### config.mk
export PLATFORM = sky130hd
export DESIGN_NAME = lava_seq
export DESIGN_NICKNAME = d
export VERILOG_FILES = /design/src/rtl/lava_pkg.sv /design/src/rtl/lava_seq_inflight.sv /design/src/rtl/lava_seq.sv
export SDC_FILE = /design/constraint.sdc
export NUM_CORES = 1
export LEC_CHECK = 0
export ABC_AREA = 0
export BUFFER_PORTS_ARGS = -buffer_cell sky130_fd_sc_hd__buf_2
export CAP_MARGIN = 5
export CORE_MARGIN = 1
export CORE_UTILIZATION = 40
export DETAILED_ROUTE_END_ITERATION = 10
export PLACE_DENSITY_LB_ADDON = 0.05
export SLEW_MARGIN = 20
export SYNTH_ARGS = -nofsm -noshare
export SYNTH_HDL_FRONTEND = slang
export SYNTH_SLANG_ARGS = --single-unit
### constraint.sdc
create_clock -name clk -period 3.4 [get_ports clk]
set_input_delay 0.51 -clock clk [delete_from_list [all_inputs] [get_ports clk]]
set_output_delay 0.51 -clock clk [all_outputs]
set_load 0.01 [all_outputs]
### src/rtl/lava_pkg.sv
// Shared types and instruction-word field helpers for the LAVA sequencer.
package lava_pkg;

  typedef enum logic [1:0] {
    IDLE  = 2'd0,
    ISSUE = 2'd1,
    DRAIN = 2'd2,
    DONE  = 2'd3
  } state_t;

  // Wide carrier types let the field helpers serve any DATA_W/LANES/OP_W;
  // callers cast the result down to the real field width.
  localparam int MAX_WORD_W  = 512;
  localparam int MAX_FIELD_W = 64;

  // Default terminating opcode: all ones at whatever width the caller uses.
  localparam logic [MAX_FIELD_W-1:0] HALT_OP_DEFAULT = '1;

  function automatic logic [MAX_FIELD_W-1:0] field_mask(input int w);
    return (MAX_FIELD_W'(1) << w) - MAX_FIELD_W'(1);
  endfunction

  // Opcode sits above all lane operand pairs.
  function automatic logic [MAX_FIELD_W-1:0] word_op(input logic [MAX_WORD_W-1:0] word,
                                                     input int data_w, input int lanes,
                                                     input int op_w);
    return MAX_FIELD_W'(word >> (lanes * 2 * data_w)) & field_mask(op_w);
  endfunction

  // Each lane is {a,b}: a in the upper half of the lane slot.
  function automatic logic [MAX_FIELD_W-1:0] word_a(input logic [MAX_WORD_W-1:0] word,
                                                    input int lane, input int data_w);
    return MAX_FIELD_W'(word >> (lane * 2 * data_w + data_w)) & field_mask(data_w);
  endfunction

  function automatic logic [MAX_FIELD_W-1:0] word_b(input logic [MAX_WORD_W-1:0] word,
                                                    input int lane, input int data_w);
    return MAX_FIELD_W'(word >> (lane * 2 * data_w)) & field_mask(data_w);
  endfunction

endpackage

### src/rtl/lava_seq_inflight.sv
// Valid delay line matching the ALU latency; its tail is the RAM write strobe.
module lava_inflight #(
  parameter int DEPTH = 2
) (
  input  logic clk,
  input  logic rst,
  input  logic valid_in,
  output logic valid_out,
  output logic any_pending
);

  // Every stage except the output one: results that still have to land later.
  localparam logic [DEPTH-1:0] EARLY_MASK = (DEPTH'(1) << (DEPTH - 1)) - DEPTH'(1);

  logic [DEPTH-1:0] stage_reg;
  logic [DEPTH-1:0] stage_next;

  assign stage_next[0] = valid_in;
  generate
    for (genvar gi = 1; gi < DEPTH; gi++) begin : g_stage
      assign stage_next[gi] = stage_reg[gi-1];
    end
  endgenerate

  // Shift the valid bits one stage per cycle; reset drops everything in flight.
  always_ff @(posedge clk or posedge rst) begin
    if (rst) stage_reg <= '0;
    else     stage_reg <= stage_next;
  end

  assign valid_out   = stage_reg[DEPTH-1];
  // High while some issued result has not yet reached the write stage.
  assign any_pending = valid_in | (|(stage_reg & EARLY_MASK));

endmodule

### src/rtl/lava_seq.sv
// LAVA sequencer: fetches packed words, issues them to a pipelined ALU and
// writes each result to RAM ALU_LAT cycles after issue.
module lava_seq
  import lava_pkg::*;
#(
  parameter int DATA_W  = 8,
  parameter int LANES   = 2,
  parameter int OP_W    = 4,
  parameter int ADDR_W  = 3,
  parameter int WADDR_W = 3,
  parameter int ALU_LAT = 2,
  parameter logic [OP_W-1:0] HALT_OP = OP_W'(HALT_OP_DEFAULT)
) (
  input  logic                          clk,
  input  logic                          rst,
  input  logic                          start,
  input  logic [ADDR_W:0]               prog_len,
  output logic [ADDR_W-1:0]             rom_addr,
  input  logic [OP_W+LANES*2*DATA_W-1:0] rom_data,
  output logic [OP_W-1:0]               alu_op,
  output logic [LANES*DATA_W-1:0]       alu_a,
  output logic [LANES*DATA_W-1:0]       alu_b,
  output logic                          alu_valid,
  input  logic [LANES*DATA_W-1:0]       alu_result,
  output logic                          ram_we,
  output logic [WADDR_W-1:0]            ram_addr,
  output logic [LANES*DATA_W-1:0]       ram_wdata,
  output logic                          busy,
  output logic                          done
);

  state_t                  state_reg, state_next;
  logic [ADDR_W:0]         count_reg;
  logic [ADDR_W:0]         len_reg;
  logic [WADDR_W-1:0]      wptr_reg;
  logic                    issue_ok;
  logic                    any_pending;
  logic [MAX_WORD_W-1:0]   rom_word_ext;
  logic [OP_W-1:0]         cur_op;
  logic [LANES*DATA_W-1:0] cur_a;
  logic [LANES*DATA_W-1:0] cur_b;

  // Field extraction of the current ROM word.
  assign rom_word_ext = MAX_WORD_W'(rom_data);
  assign cur_op       = OP_W'(word_op(rom_word_ext, DATA_W, LANES, OP_W));
  generate
    for (genvar gi = 0; gi < LANES; gi++) begin : g_lane
      assign cur_a[gi*DATA_W +: DATA_W] = DATA_W'(word_a(rom_word_ext, gi, DATA_W));
      assign cur_b[gi*DATA_W +: DATA_W] = DATA_W'(word_b(rom_word_ext, gi, DATA_W));
    end
  endgenerate

  // A word issues only while words remain and it is not the HALT word.
  assign issue_ok = (count_reg < len_reg) && (cur_op != HALT_OP);

  // State register.
  always_ff @(posedge clk or posedge rst) begin
    if (rst) state_reg <= IDLE;
    else     state_reg <= state_next;
  end

  // Next-state logic.
  always_comb begin
    state_next = state_reg;
    case (state_reg)
      IDLE:  if (start) state_next = (prog_len == '0) ? DONE : ISSUE;
      ISSUE: if (!issue_ok) state_next = DRAIN;
      DRAIN: if (!any_pending) state_next = DONE;
      DONE:  state_next = IDLE;
      default: state_next = IDLE;
    endcase
  end

  // Status outputs decoded from the state.
  always_comb begin
    busy = 1'b0;
    done = 1'b0;
    case (state_reg)
      IDLE:    busy = 1'b0;
      DONE:    begin busy = 1'b1; done = 1'b1; end
      default: busy = 1'b1;
    endcase
  end

  // Fetch pointer, issue registers and write pointer.
  always_ff @(posedge clk or posedge rst) begin
    if (rst) begin
      rom_addr  <= '0;
      count_reg <= '0;
      len_reg   <= '0;
      wptr_reg  <= '0;
      alu_valid <= 1'b0;
      alu_op    <= '0;
      alu_a     <= '0;
      alu_b     <= '0;
    end else begin
      alu_valid <= 1'b0;
      if (ram_we) wptr_reg <= wptr_reg + 1'b1;
      case (state_reg)
        IDLE: begin
          if (start) begin
            rom_addr  <= '0;
            count_reg <= '0;
            len_reg   <= prog_len;
            wptr_reg  <= '0;
          end
        end
        ISSUE: begin
          if (issue_ok) begin
            alu_valid <= 1'b1;
            alu_op    <= cur_op;
            alu_a     <= cur_a;
            alu_b     <= cur_b;
            rom_addr  <= rom_addr + 1'b1;
            count_reg <= count_reg + 1'b1;
          end
        end
        default: ;
      endcase
    end
  end

  lava_inflight #(
    .DEPTH(ALU_LAT)
  ) u_inflight (
    .clk        (clk),
    .rst        (rst),
    .valid_in   (alu_valid),
    .valid_out  (ram_we),
    .any_pending(any_pending)
  );

  assign ram_addr  = wptr_reg;
  assign ram_wdata = alu_result;

endmodule
==> qor.txt, run 1 <==
STATUS
-------------------------------------------------------------------------------
Run status                                                         finished clean

CLOCKING
-------------------------------------------------------------------------------
Insertion delay to the later sink of the worst-skew pair                0.31 ns
Htree depth                                                                   2
CTS clock-pin slew for the worst setup and hold paths                   0.10 ns
Longest Clk Path Bufs                                                         2
Clock tree from TritonCTS                                                   yes
Buffers inserted during post-CTS setup optimization                           0
Hold bufs inserted after CTS                                                  0
CTS resizes                                                                   0
CTS Root Buffer Type                                               sky130_fd_sc_hd__clkbuf_8
Num Clock Sinks                                                              55
Clock buffers created by TritonCTS                                            5

LAYOUT
-------------------------------------------------------------------------------
Top Registers                                                      alu_a: 16 flops, alu_b: 16 flops
Final antenna diode count                                                     0
Growth of design area from synthesis to finish                            20.3%
Non-filler cells in the finished layout                                     407
Utilization of the core after routing                                     50.4%
Most frequent cells in the layout                                  sky130_fd_sc_hd__nand2_1, sky130_fd_sc_hd__buf_2, sky130_fd_sc_hd__dfrtp_1, sky130_fd_sc_hd__ha_1, sky130_fd_sc_hd__inv_1
Fillers                                                                     571
Most common cell after layout, fill and taps aside                 sky130_fd_sc_hd__nand2_1
Layout cell share with drive strength beyond 1                            32.8%
Post-route standard cell area excluding fillers                      3020 sq um
Net count, final                                                            401

TIMING
-------------------------------------------------------------------------------
Final Critical Period                                                   2.11 ns
Final hold viol count                                                         0
Slew at the pin with the worst max-slew slack                          0.776 ns
Skew final                                                           0.00488 ns
Aggregate negative setup slack                                             0 ns
Hold slack                                                             0.333 ns
Final setup viols                                                             0
Max-Slew Margin vs Limit                                                  48.2%
Ratio of final minimum period to clock period                             62.2%
Max Transition Viols Final                                                    0
Setup repair after global routing missed its margin                          no
Maximum operating frequency                                             473 MHz

GLOBAL ROUTE
-------------------------------------------------------------------------------
Global route overflow                                                         0
Global-route wire length before repair                                  8370 um
Via count of the first global-routing pass                                 1711
Maximum number of pins on one net before global-route repair                 38
Initial antenna violation count                                               0
Overall global routing resource usage                                     16.8%

LOGIC SYNTHESIS
-------------------------------------------------------------------------------
Flip-flop cell with the highest count after synthesis              sky130_fd_sc_hd__dfrtp_1
Flop and latch count out of synthesis                                        55
Post-synthesis instance area                                         2510 sq um
Syn_area_per_cell                                                    9.77 sq um
Synthesized net count                                                       327
Distinct cell type count of the synthesized netlist                          31
Area contributors post-synth                                       sky130_fd_sc_hd__dfrtp_1, sky130_fd_sc_hd__nand2_1, sky130_fd_sc_hd__buf_4, sky130_fd_sc_hd__ha_1, sky130_fd_sc_hd__mux2_2
Share of synthesized area occupied by flip-flops and latches              54.8%
Post-synth EDFFs                                                              0
FFs w/ async S/R, synth                                                    100%
Number of warnings reported in the yosys synthesis log                        0
Post-synth top area cell                                           sky130_fd_sc_hd__dfrtp_1
Number of standard cells after synthesis                                    257
Post-synth top area share                                                 54.8%

SETUP PATH
-------------------------------------------------------------------------------
Critical path, cell by cell                                        ha_1, o21ai_0, o21ai_4, inv_1, buf_4, nand2_1, nand2_1
Cell class contributing the biggest share of worst-path delay      buffers and inverters
Crit. End Element                                                      register
Signal arrival time at the worst endpoint                               2.36 ns
WS Path Type                                                       register to register
Maximum fanout encountered on the critical timing path                       30
Buffer and inverter count on the worst path                                   2
Slack of the worst reg-to-reg path                                      1.29 ns
Slowest cell on crit path                                          sky130_fd_sc_hd__dfrtp_1
Endpoint required time on the critical path                             3.65 ns
Largest stage delay, worst path                                         0.45 ns
CP Launch Type                                                         register
Most numerous cell on the critical path                            sky130_fd_sc_hd__nand2_1

FLOORPLAN
-------------------------------------------------------------------------------
Die boundary width                                                      81.2 um
Row Count                                                                    28
Total I/O pin count                                                         121
Initial cell density of the core                                          41.9%
Area enclosed by the die boundary                                    6600 sq um
Die height                                                              81.2 um
Placeable core area                                                  5990 sq um

PWR
-------------------------------------------------------------------------------
Maximum ir drop on the vdd rail                                        0.387 mV
Pwr Density                                                        1000 nW/um^2
Leakage power of the design                                             1.76 nW

PLACE
-------------------------------------------------------------------------------
DP HPWL                                                                 3770 um
Total placed cells including tap cells                                      399
Routability congestion estimate                                           0.704
IO Port Bufs                                                                 88
Post-detailed-placement cell area                                    2900 sq um

ROUTE
-------------------------------------------------------------------------------
Via count                                                                  1903
Iteration count of the initial detailed-routing pass                          4
Wire length after detailed routing                                      5220 um
Post-DRT Antenna Nets                                                         0
Routed len/inst                                                         12.8 um
Total DRC errors in the routed layout                                         0
Vias per cell                                                              4.68
Number of DRC markers after the initial detailed-route iteration            103

WORST HOLD PATH
-------------------------------------------------------------------------------
Worst hold path type                                               input pin to asynchronous set/reset pin

JOB
-------------------------------------------------------------------------------
Number of violations of the max-capacitance limit                             0

## path summary, 6_finish.rpt
path | from | cells after the start | end
min reg2reg | u_inflight.stage_reg[0] | 0 | u_inflight.stage_reg[1]
max | count_reg[2] | 7 | alu_b[10]
min | rst | 2 | state_reg[0]
max in group asynchronous | rst | 3 | rom_addr[1]
min in group clk | rom_data[15] | 3 | alu_a[7]
max reg2reg | count_reg[2] | 7 | alu_b[10]
## final cells by class
| type | instances | area [sq um] | share of cell area [%] |
|---|---|---|---|
| flip-flops and latches | 55 | 1380 | 45.6 |
| multi-input cells | 169 | 927 | 30.7 |
| repair buffers | 92 | 470 | 15.6 |
| well taps | 75 | 93.8 | 3.11 |
| clock buffers | 6 | 82.6 | 2.74 |
| clock inverters | 2 | 38.8 | 1.28 |
| inverters | 8 | 30.0 | 0.995 |
## per-layer routing
| metal | vias to the layer above | global-route usage (%) | share of wire (%) |
|---|---|---|---|
| met5 | - | 0 | 0 |
| met4 | 0 | 5.71 | 1.2 |
| met3 | 7 | 3.93 | 5.4 |
| met2 | 52 | 26.3 | 47 |
| met1 | 886 | 22.8 | 47 |
| li1 | 958 | - | - |
## cell usage after synthesis, types with 2 or more instances
library cell	instances
sky130_fd_sc_hd__a21oi_1	5
sky130_fd_sc_hd__a211o_1	4
sky130_fd_sc_hd__dfrtp_1	55
sky130_fd_sc_hd__a221o_1	3
sky130_fd_sc_hd__nor3_1	2
sky130_fd_sc_hd__and3_1	4
sky130_fd_sc_hd__nand2_1	112
sky130_fd_sc_hd__mux2_2	4
sky130_fd_sc_hd__ha_1	11
sky130_fd_sc_hd__buf_2	3
sky130_fd_sc_hd__nor2_1	3
sky130_fd_sc_hd__nor4_1	2
sky130_fd_sc_hd__buf_4	21
sky130_fd_sc_hd__inv_1	8
sky130_fd_sc_hd__mux2i_1	4
## power by group
part | internal (mW) | switching, mW
registers | 0.972 | 0.181
logic | 0.577 | 0.835
clock network | 0.243 | 0.220
total | 1.79 | 1.24
## per-stage QoR
| step | worst slack (ns) | total power [mW] |
|---|---|---|
| after floorplan | 1.55 | 2.18 |
| after global placement | 1.31 | 2.59 |
| after detailed placement | 1.26 | 2.61 |
| after CTS | 1.23 | 3.08 |
| after global routing | 1.02 | 3.33 |
| final | 1.29 | 3.03 |
## cell families (layout without fill, tap and decap cells)
logic type	count (synthesis)	in the layout	synth area share (%)
xor gates and xnor gates	2	2	0.698
buffers and inverters	33	108	8.52
AOI/OAI and AO/OA	18	18	5.63
muxes	8	8	3.39
and+or+nand+nor	130	130	21.4
DFF	55	55	54.8
adders and majority gates	11	11	5.48
## worst reg2reg max path: stages (launching register included)
cell and delay [ns]:
sky130_fd_sc_hd__dfrtp_1 0.45, sky130_fd_sc_hd__ha_1 0.31, sky130_fd_sc_hd__o21ai_0 0.31, sky130_fd_sc_hd__o21ai_4 0.14, sky130_fd_sc_hd__inv_1 0.29, sky130_fd_sc_hd__buf_4 0.37
sky130_fd_sc_hd__nand2_1 0.10, sky130_fd_sc_hd__nand2_1 0.08
Power figures use the tool's default switching activity.
==> run 2: changes to the inputs <==
==> constraint.sdc (replaced) <==
create_clock -name clk -period 2.2 [get_ports clk]
set_input_delay 0.33 -clock clk [delete_from_list [all_inputs] [get_ports clk]]
set_output_delay 0.33 -clock clk [all_outputs]
set_load 0.01 [all_outputs]
==> run 2 against run 1 <==
  * First-iteration DRC count fell by 21%
  * Sequential power rose by 55%
  * Critical path type unchanged
  * Final area rose by 0.54%
  * Fmax rose by 6.3%
  * Largest power group unchanged
  * Sequential cell count did not move
  * Largest cell class unchanged
  * Power rose by 55%
  * Register-to-register slack got worse by 1.1 ns
  * Routed wire length fell by 1.6%
  * Hold slack got worse by 0.27 ns
  * Via count fell by 1.9%
  * Die area did not move
  * Combinational power rose by 57%
==> qor.txt, run 2 (synthesis results as in run 1) <==
CLOCKING
-------------------------------------------------------------------------------
Num Clock Sinks                                                              55   unchanged
CTS resizes                                                                   0   unchanged
CTS clock-pin slew for the worst setup and hold paths                   0.10 ns   about the same
Longest Clk Path Bufs                                                         2   unchanged
Insertion delay to the later sink of the worst-skew pair                0.31 ns   about the same
Clock buffers created by TritonCTS                                            5   unchanged
Clock tree from TritonCTS                                                   yes
Htree depth                                                                   2   unchanged
Hold bufs inserted after CTS                                                  0   unchanged
CTS Root Buffer Type                                               sky130_fd_sc_hd__clkbuf_8
Buffers inserted during post-CTS setup optimization                           0   unchanged

FLOORPLAN
-------------------------------------------------------------------------------
Die boundary width                                                      81.2 um   unchanged
Total I/O pin count                                                         121   unchanged
Initial cell density of the core                                          41.9%   unchanged
Row Count                                                                    28   unchanged
Placeable core area                                                  5990 sq um   unchanged
Area enclosed by the die boundary                                    6600 sq um   unchanged
Die height                                                              81.2 um   unchanged

PWR
-------------------------------------------------------------------------------
Leakage power of the design                                             1.77 nW   +0.54%
Pwr Density                                                        1540 nW/um^2   +54%
Power consumption                                                       4.68 mW   +55%
Maximum ir drop on the vdd rail                                        0.564 mV   +46%

SETUP PATH
-------------------------------------------------------------------------------
Crit. End Element                                                      register
Source of the critical timing path                                 count_reg[2]
Maximum fanout encountered on the critical timing path                       13   -57%
Signal arrival time at the worst endpoint                               2.19 ns   -0.17 ns
Slowest cell on crit path                                          sky130_fd_sc_hd__dfrtp_1
Slack of the worst reg-to-reg path                                      0.21 ns   -1.07 ns
Critical path, cell by cell                                        ha_1, o21ai_0, o21ai_4, a21o_1, a221o_1
Endpoint required time on the critical path                             2.40 ns   -1.25 ns
CP Launch Type                                                         register
WS Path Type                                                       register to register
Start of the worst register-to-register path                       count_reg[2]
Largest stage delay, worst path                                         0.45 ns   about the same

LAYOUT
-------------------------------------------------------------------------------
Growth of design area from synthesis to finish                            20.9%
Non-filler cells in the finished layout                                     408   +0.25%
Layout cell share with drive strength beyond 1                            33.0%   +0.20 points
Most common cell after layout, fill and taps aside                 sky130_fd_sc_hd__nand2_1
Final antenna diode count                                                     0   unchanged
Net count, final                                                            402   +0.25%
Top Registers                                                      alu_a: 16 flops, alu_b: 16 flops
Most frequent cells in the layout                                  sky130_fd_sc_hd__nand2_1, sky130_fd_sc_hd__buf_2, sky130_fd_sc_hd__dfrtp_1, sky130_fd_sc_hd__ha_1, sky130_fd_sc_hd__inv_1

STATUS
-------------------------------------------------------------------------------
Run status                                                         finished clean

PLACE
-------------------------------------------------------------------------------
DP HPWL                                                                 3710 um   -1.7%
Total placed cells including tap cells                                      400   +0.25%
Routability congestion estimate                                           0.770   +9.4%
IO Port Bufs                                                                 88   unchanged

ROUTE
-------------------------------------------------------------------------------
Routed len/inst                                                         12.6 um   -1.8%
Post-DRT Antenna Nets                                                         0   unchanged
Wire length after detailed routing                                      5140 um   -1.6%
Number of DRC markers after the initial detailed-route iteration             81   -21%
Via count                                                                  1866   -1.9%
Total DRC errors in the routed layout                                         0   unchanged
Iteration count of the initial detailed-routing pass                          4   unchanged
Vias per cell                                                              4.57   -2.2%

TIMING
-------------------------------------------------------------------------------
Max Transition Viols Final                                                    0   unchanged
Setup repair after global routing missed its margin                          no
Ratio of final minimum period to clock period                             90.4%   +28 points
Slew at the pin with the worst max-slew slack                          0.569 ns   -0.207 ns
Max-Slew Margin vs Limit                                                  62.0%   +14 points
Final setup viols                                                             0   unchanged
Aggregate negative setup slack                                             0 ns   unchanged
Final Critical Period                                                   1.99 ns   -0.126 ns
Maximum operating frequency                                             503 MHz   +6.3%
Final hold viol count                                                         0   unchanged
Skew final                                                           0.00982 ns   +0.00495 ns
Hold slack                                                            0.0651 ns   -0.268 ns

GLOBAL ROUTE
-------------------------------------------------------------------------------
Global-route wire length before repair                                  8340 um   -0.32%
Via count of the first global-routing pass                                 1691   -1.2%
Overall global routing resource usage                                     16.9%   +0.044 points
Global route overflow                                                         0   unchanged
Maximum number of pins on one net before global-route repair                 37   -2.6%
Initial antenna violation count                                               0   unchanged

JOB
-------------------------------------------------------------------------------
Number of violations of the max-capacitance limit                             0   unchanged

WORST HOLD PATH
-------------------------------------------------------------------------------
Worst hold path type                                               input pin to asynchronous set/reset pin

run 2: cell types whose count changed in the layout (fill, tap and decap cells not counted), sizes merged:
cell,change
clkinv,+1
inv,-1
buf,+1
run 2: power breakdown:
group / internal (mW) / switching, mW / leakage, nW
clock: 0.369 / 0.324 / 0.0612
combinational: 0.916 / 1.29 / 1.02
sequential: 1.50 / 0.281 / 0.686
total: 2.79 / 1.90 / 1.77
run 2: layout make-up:
class                   instances  area [sq um]
flip-flops and latches         55          1380
clock buffers                   6          82.6
well taps                      75          93.8
inverters                       8          30.0
repair buffers                 93           490
clock inverters                 2          35.0
multi-input cells             169           927
fillers                       607          2960
run 2: worst paths after layout:
path | endpoint | depth (start not counted)
worst max-delay path | count_reg[2] | 5
worst min-delay path | len_reg[3] | 2
worst max register to register | count_reg[2] | 5
worst min register to register | u_inflight.stage_reg[1] | 0
max in group asynchronous | alu_b[8] | 3
min in group clk | alu_b[6] | 3
run 2: metrics by stage:
step / utilization (%) / cell area (sq um) / worst slack [ns]
finish: 50.7 / 3040 / 0.211
global route: 50.7 / 3040 / 0.0692
CTS: 50.7 / 3040 / 0.213
detailed placement: 48.7 / 2920 / 0.237
global placement: 48.7 / 2920 / 0.264
floorplan: - / 2510 / 0.496
run 2: metal layers:
metal	global-route usage, %	wire length (um)
met1	22.9	2460
met2	26.1	2320
met3	4.38	293
met4	5.71	64
met5	0	0
run 2: critical path: cells and delay by family, from the launching register on:
kind / cells / cell delay [ns]
adders and majority gates: 1 / 0.31
DFF: 1 / 0.45
AOI/OAI and AO/OA: 4 / 1.12
==> run 3: changes to the inputs <==
--- a/config.mk
+++ b/config.mk
@@ -8,8 +8,10 @@
 export ABC_AREA = 0
 export BUFFER_PORTS_ARGS = -buffer_cell sky130_fd_sc_hd__buf_2
 export CAP_MARGIN = 5
+export CELL_PAD_IN_SITES_DETAIL_PLACEMENT = 0
+export CELL_PAD_IN_SITES_GLOBAL_PLACEMENT = 2
 export CORE_MARGIN = 1
-export CORE_UTILIZATION = 40
+export CORE_UTILIZATION = 26
 export DETAILED_ROUTE_END_ITERATION = 10
 export PLACE_DENSITY_LB_ADDON = 0.05
 export SLEW_MARGIN = 20
==> run 3 against run 2 <==
  * Routed wire length grew 21%
  * Final area grew 3.0%
  * Combinational power grew 5%
  * Global-route usage shrank 4.0 points
  * Clock power shrank 2%
  * Utilization shrank 17 points
  * Die area grew 52%
  * Clock skew shrank 0.0032 ns
  * Power grew 2.4%
  * Critical path depth grew 1
  * Sequential cell count is the same
  * Sequential power is essentially flat
==> qor.txt, run 3 (synthesis results as in run 1) <==
ROUTE
-------------------------------------------------------------------------------
Vias per cell                                                              4.20   -8.2%
Detailed-routing wirelength on met1                                     3180 um   +29%
Via count                                                                  1948   +4.4%
Post-DRT Antenna Nets                                                         0   unchanged
Metal3 WL                                                                291 um   -0.68%
Routed len/inst                                                         13.4 um   +6.4%
Iteration count of the initial detailed-routing pass                          4   unchanged
Max layer used                                                             met4
Detailed-routed wire length on met2                                     2670 um   +15%
Total DRC errors in the routed layout                                         0   unchanged
Wire length after detailed routing                                      6220 um   +21%
Number of DRC markers after the initial detailed-route iteration             80   -1.2%

TIMING
-------------------------------------------------------------------------------
Final Critical Period                                                   1.97 ns   -0.0156 ns
Skew final                                                           0.00658 ns   -0.00324 ns
Final setup viols                                                             0   unchanged
Aggregate negative setup slack                                             0 ns   unchanged
Max-Slew Margin vs Limit                                                  67.2%   +5.2 points
Final hold viol count                                                         0   unchanged
Setup repair after global routing missed its margin                          no
Maximum operating frequency                                             507 MHz   +0.79%
Slew at the pin with the worst max-slew slack                          0.491 ns   -0.0778 ns
Max Transition Viols Final                                                    0   unchanged
Ratio of final minimum period to clock period                             89.7%   -0.71 points

SETUP PATH
-------------------------------------------------------------------------------
Cells on worst reg2reg path                                                   6   +1
Maximum fanout encountered on the critical timing path                        8   -5
Signal arrival time at the worst endpoint                               2.17 ns   -0.02 ns
WS Path Type                                                       register to register
Endpoint required time on the critical path                             2.39 ns   about the same
Crit. End Element                                                      register
CP Launch Type                                                         register

LAYOUT
-------------------------------------------------------------------------------
Net count, final                                                            405   +0.75%
Layout cell share with drive strength beyond 1                            33.4%   +0.40 points
Most frequent cells in the layout                                  sky130_fd_sc_hd__nand2_1, sky130_fd_sc_hd__buf_2, sky130_fd_sc_hd__dfrtp_1, sky130_fd_sc_hd__ha_1, sky130_fd_sc_hd__inv_1
Most common cell after layout, fill and taps aside                 sky130_fd_sc_hd__nand2_1
Post-route standard cell area excluding fillers                      3130 sq um   +3.0%
Growth of design area from synthesis to finish                            24.6%
Top Registers                                                      alu_a: 16 flops, alu_b: 16 flops
Final antenna diode count                                                     0   unchanged
Non-filler cells in the finished layout                                     464   +14%
Utilization of the core after routing                                     33.7%   -17 points
Fillers                                                                    1028   +69%

FLOORPLAN
-------------------------------------------------------------------------------
Die height                                                               100 um   +23%
Initial cell density of the core                                          27.0%   -15 points
Row Count                                                                    35   +25%
Total I/O pin count                                                         121   unchanged
Die boundary width                                                       100 um   +23%
Area enclosed by the die boundary                                   10100 sq um   +52%
Placeable core area                                                  9280 sq um   +55%

CLOCKING
-------------------------------------------------------------------------------
Longest Clk Path Bufs                                                         2   unchanged
Insertion delay to the later sink of the worst-skew pair                0.31 ns   about the same
CTS resizes                                                                   0   unchanged
Clock buffers created by TritonCTS                                            5   unchanged
CTS Root Buffer Type                                               sky130_fd_sc_hd__clkbuf_8
Num Clock Sinks                                                              55   unchanged
Htree depth                                                                   2   unchanged
Buffers inserted during post-CTS setup optimization                           0   unchanged
Hold bufs inserted after CTS                                                  0   unchanged
Clock tree from TritonCTS                                                   yes
CTS clock-pin slew for the worst setup and hold paths                   0.10 ns   about the same

GLOBAL ROUTE
-------------------------------------------------------------------------------
Global route overflow                                                         0   unchanged
Global-route wire length before repair                                 10000 um   +20%
Overall global routing resource usage                                     12.9%   -4.0 points
Initial antenna violation count                                               0   unchanged
Maximum number of pins on one net before global-route repair                 27   -27%
Via count of the first global-routing pass                                 1878   +11%

PWR
-------------------------------------------------------------------------------
Pwr Density                                                        1530 nW/um^2   -0.55%
Power consumption                                                       4.80 mW   +2.4%
Maximum ir drop on the vdd rail                                        0.522 mV   -7.5%
Leakage power of the design                                             1.77 nW   +0.40%

JOB
-------------------------------------------------------------------------------
Number of violations of the max-capacitance limit                             0   unchanged

PLACE
-------------------------------------------------------------------------------
IO Port Bufs                                                                 88   unchanged
Post-detailed-placement cell area                                    3020 sq um   +3.5%
Routability congestion estimate                                           0.662   -14%
Total placed cells including tap cells                                      457   +14%
DP HPWL                                                                 4490 um   +21%

WORST HOLD PATH
-------------------------------------------------------------------------------
Worst hold path type                                               input pin to asynchronous set/reset pin

STATUS
-------------------------------------------------------------------------------
Run status                                                         finished clean

run 3: cell count changes in the layout (fill, tap and decap cells not counted), sizes merged:
| cell | change |
|---|---|
| clkinv | -1 |
| clkbuf | -1 |
| buf | +3 |
| clkinvlp | +1 |
run 3: area by class of cell:
cell class / instances / area, sq um / share of cell area, %
clock inverters: 2 / 37.5 / 1.20
inverters: 8 / 30.0 / 0.960
flip-flops and latches: 55 / 1380 / 44.0
clock buffers: 5 / 68.8 / 2.20
multi-input cells: 169 / 927 / 29.7
well taps: 129 / 161 / 5.16
repair buffers: 96 / 526 / 16.8
run 3: stage by stage:
| step | hold WS [ns] | worst slack (ns) |
|---|---|---|
| CTS | 0.0310 | 0.222 |
| floorplan | 0.354 | 0.496 |
| detailed placement | 0.381 | 0.238 |
| finish | 0.0305 | 0.227 |
| global route | 0.0415 | 0.0809 |
| global placement | 0.370 | 0.260 |
run 3: final timing paths:
path | endpoint | slack (ns) | start
hold / removal | alu_a[11] | 0.03 | rst
setup reg to reg | rom_addr[1] | 0.23 | state_reg[1]
min in group clk | alu_b[7] | 0.20 | rom_data[7]
hold reg to reg | u_inflight.stage_reg[1] | 0.40 | u_inflight.stage_reg[0]
setup / recovery | rom_addr[1] | 0.23 | state_reg[1]
max in group asynchronous | ram_addr[0] | 1.59 | rst
run 3: routing by layer:
layer  vias to the layer above  track usage (%)
met5                         -                0
met4                         0             3.68
met3                         6             2.72
met2                        52             18.7
met1                       925             19.3
li1                        965                -
run 3: critical path: stages (launching register included):
cell                      delay, ns
sky130_fd_sc_hd__dfrtp_1       0.41
sky130_fd_sc_hd__inv_1         0.12
sky130_fd_sc_hd__ha_1          0.34
sky130_fd_sc_hd__and3b_1       0.25
sky130_fd_sc_hd__o21ai_4       0.08
sky130_fd_sc_hd__a21o_1        0.29
sky130_fd_sc_hd__a221o_1       0.37
run 3: where the power goes:
group / switching, mW / internal [mW] / total, mW / leakage, nW
Sequential: 0.300 / 1.50 / 1.80 / 0.686
Combinational: 1.34 / 0.979 / 2.32 / 1.04
Clock: 0.341 / 0.334 / 0.675 / 0.0502
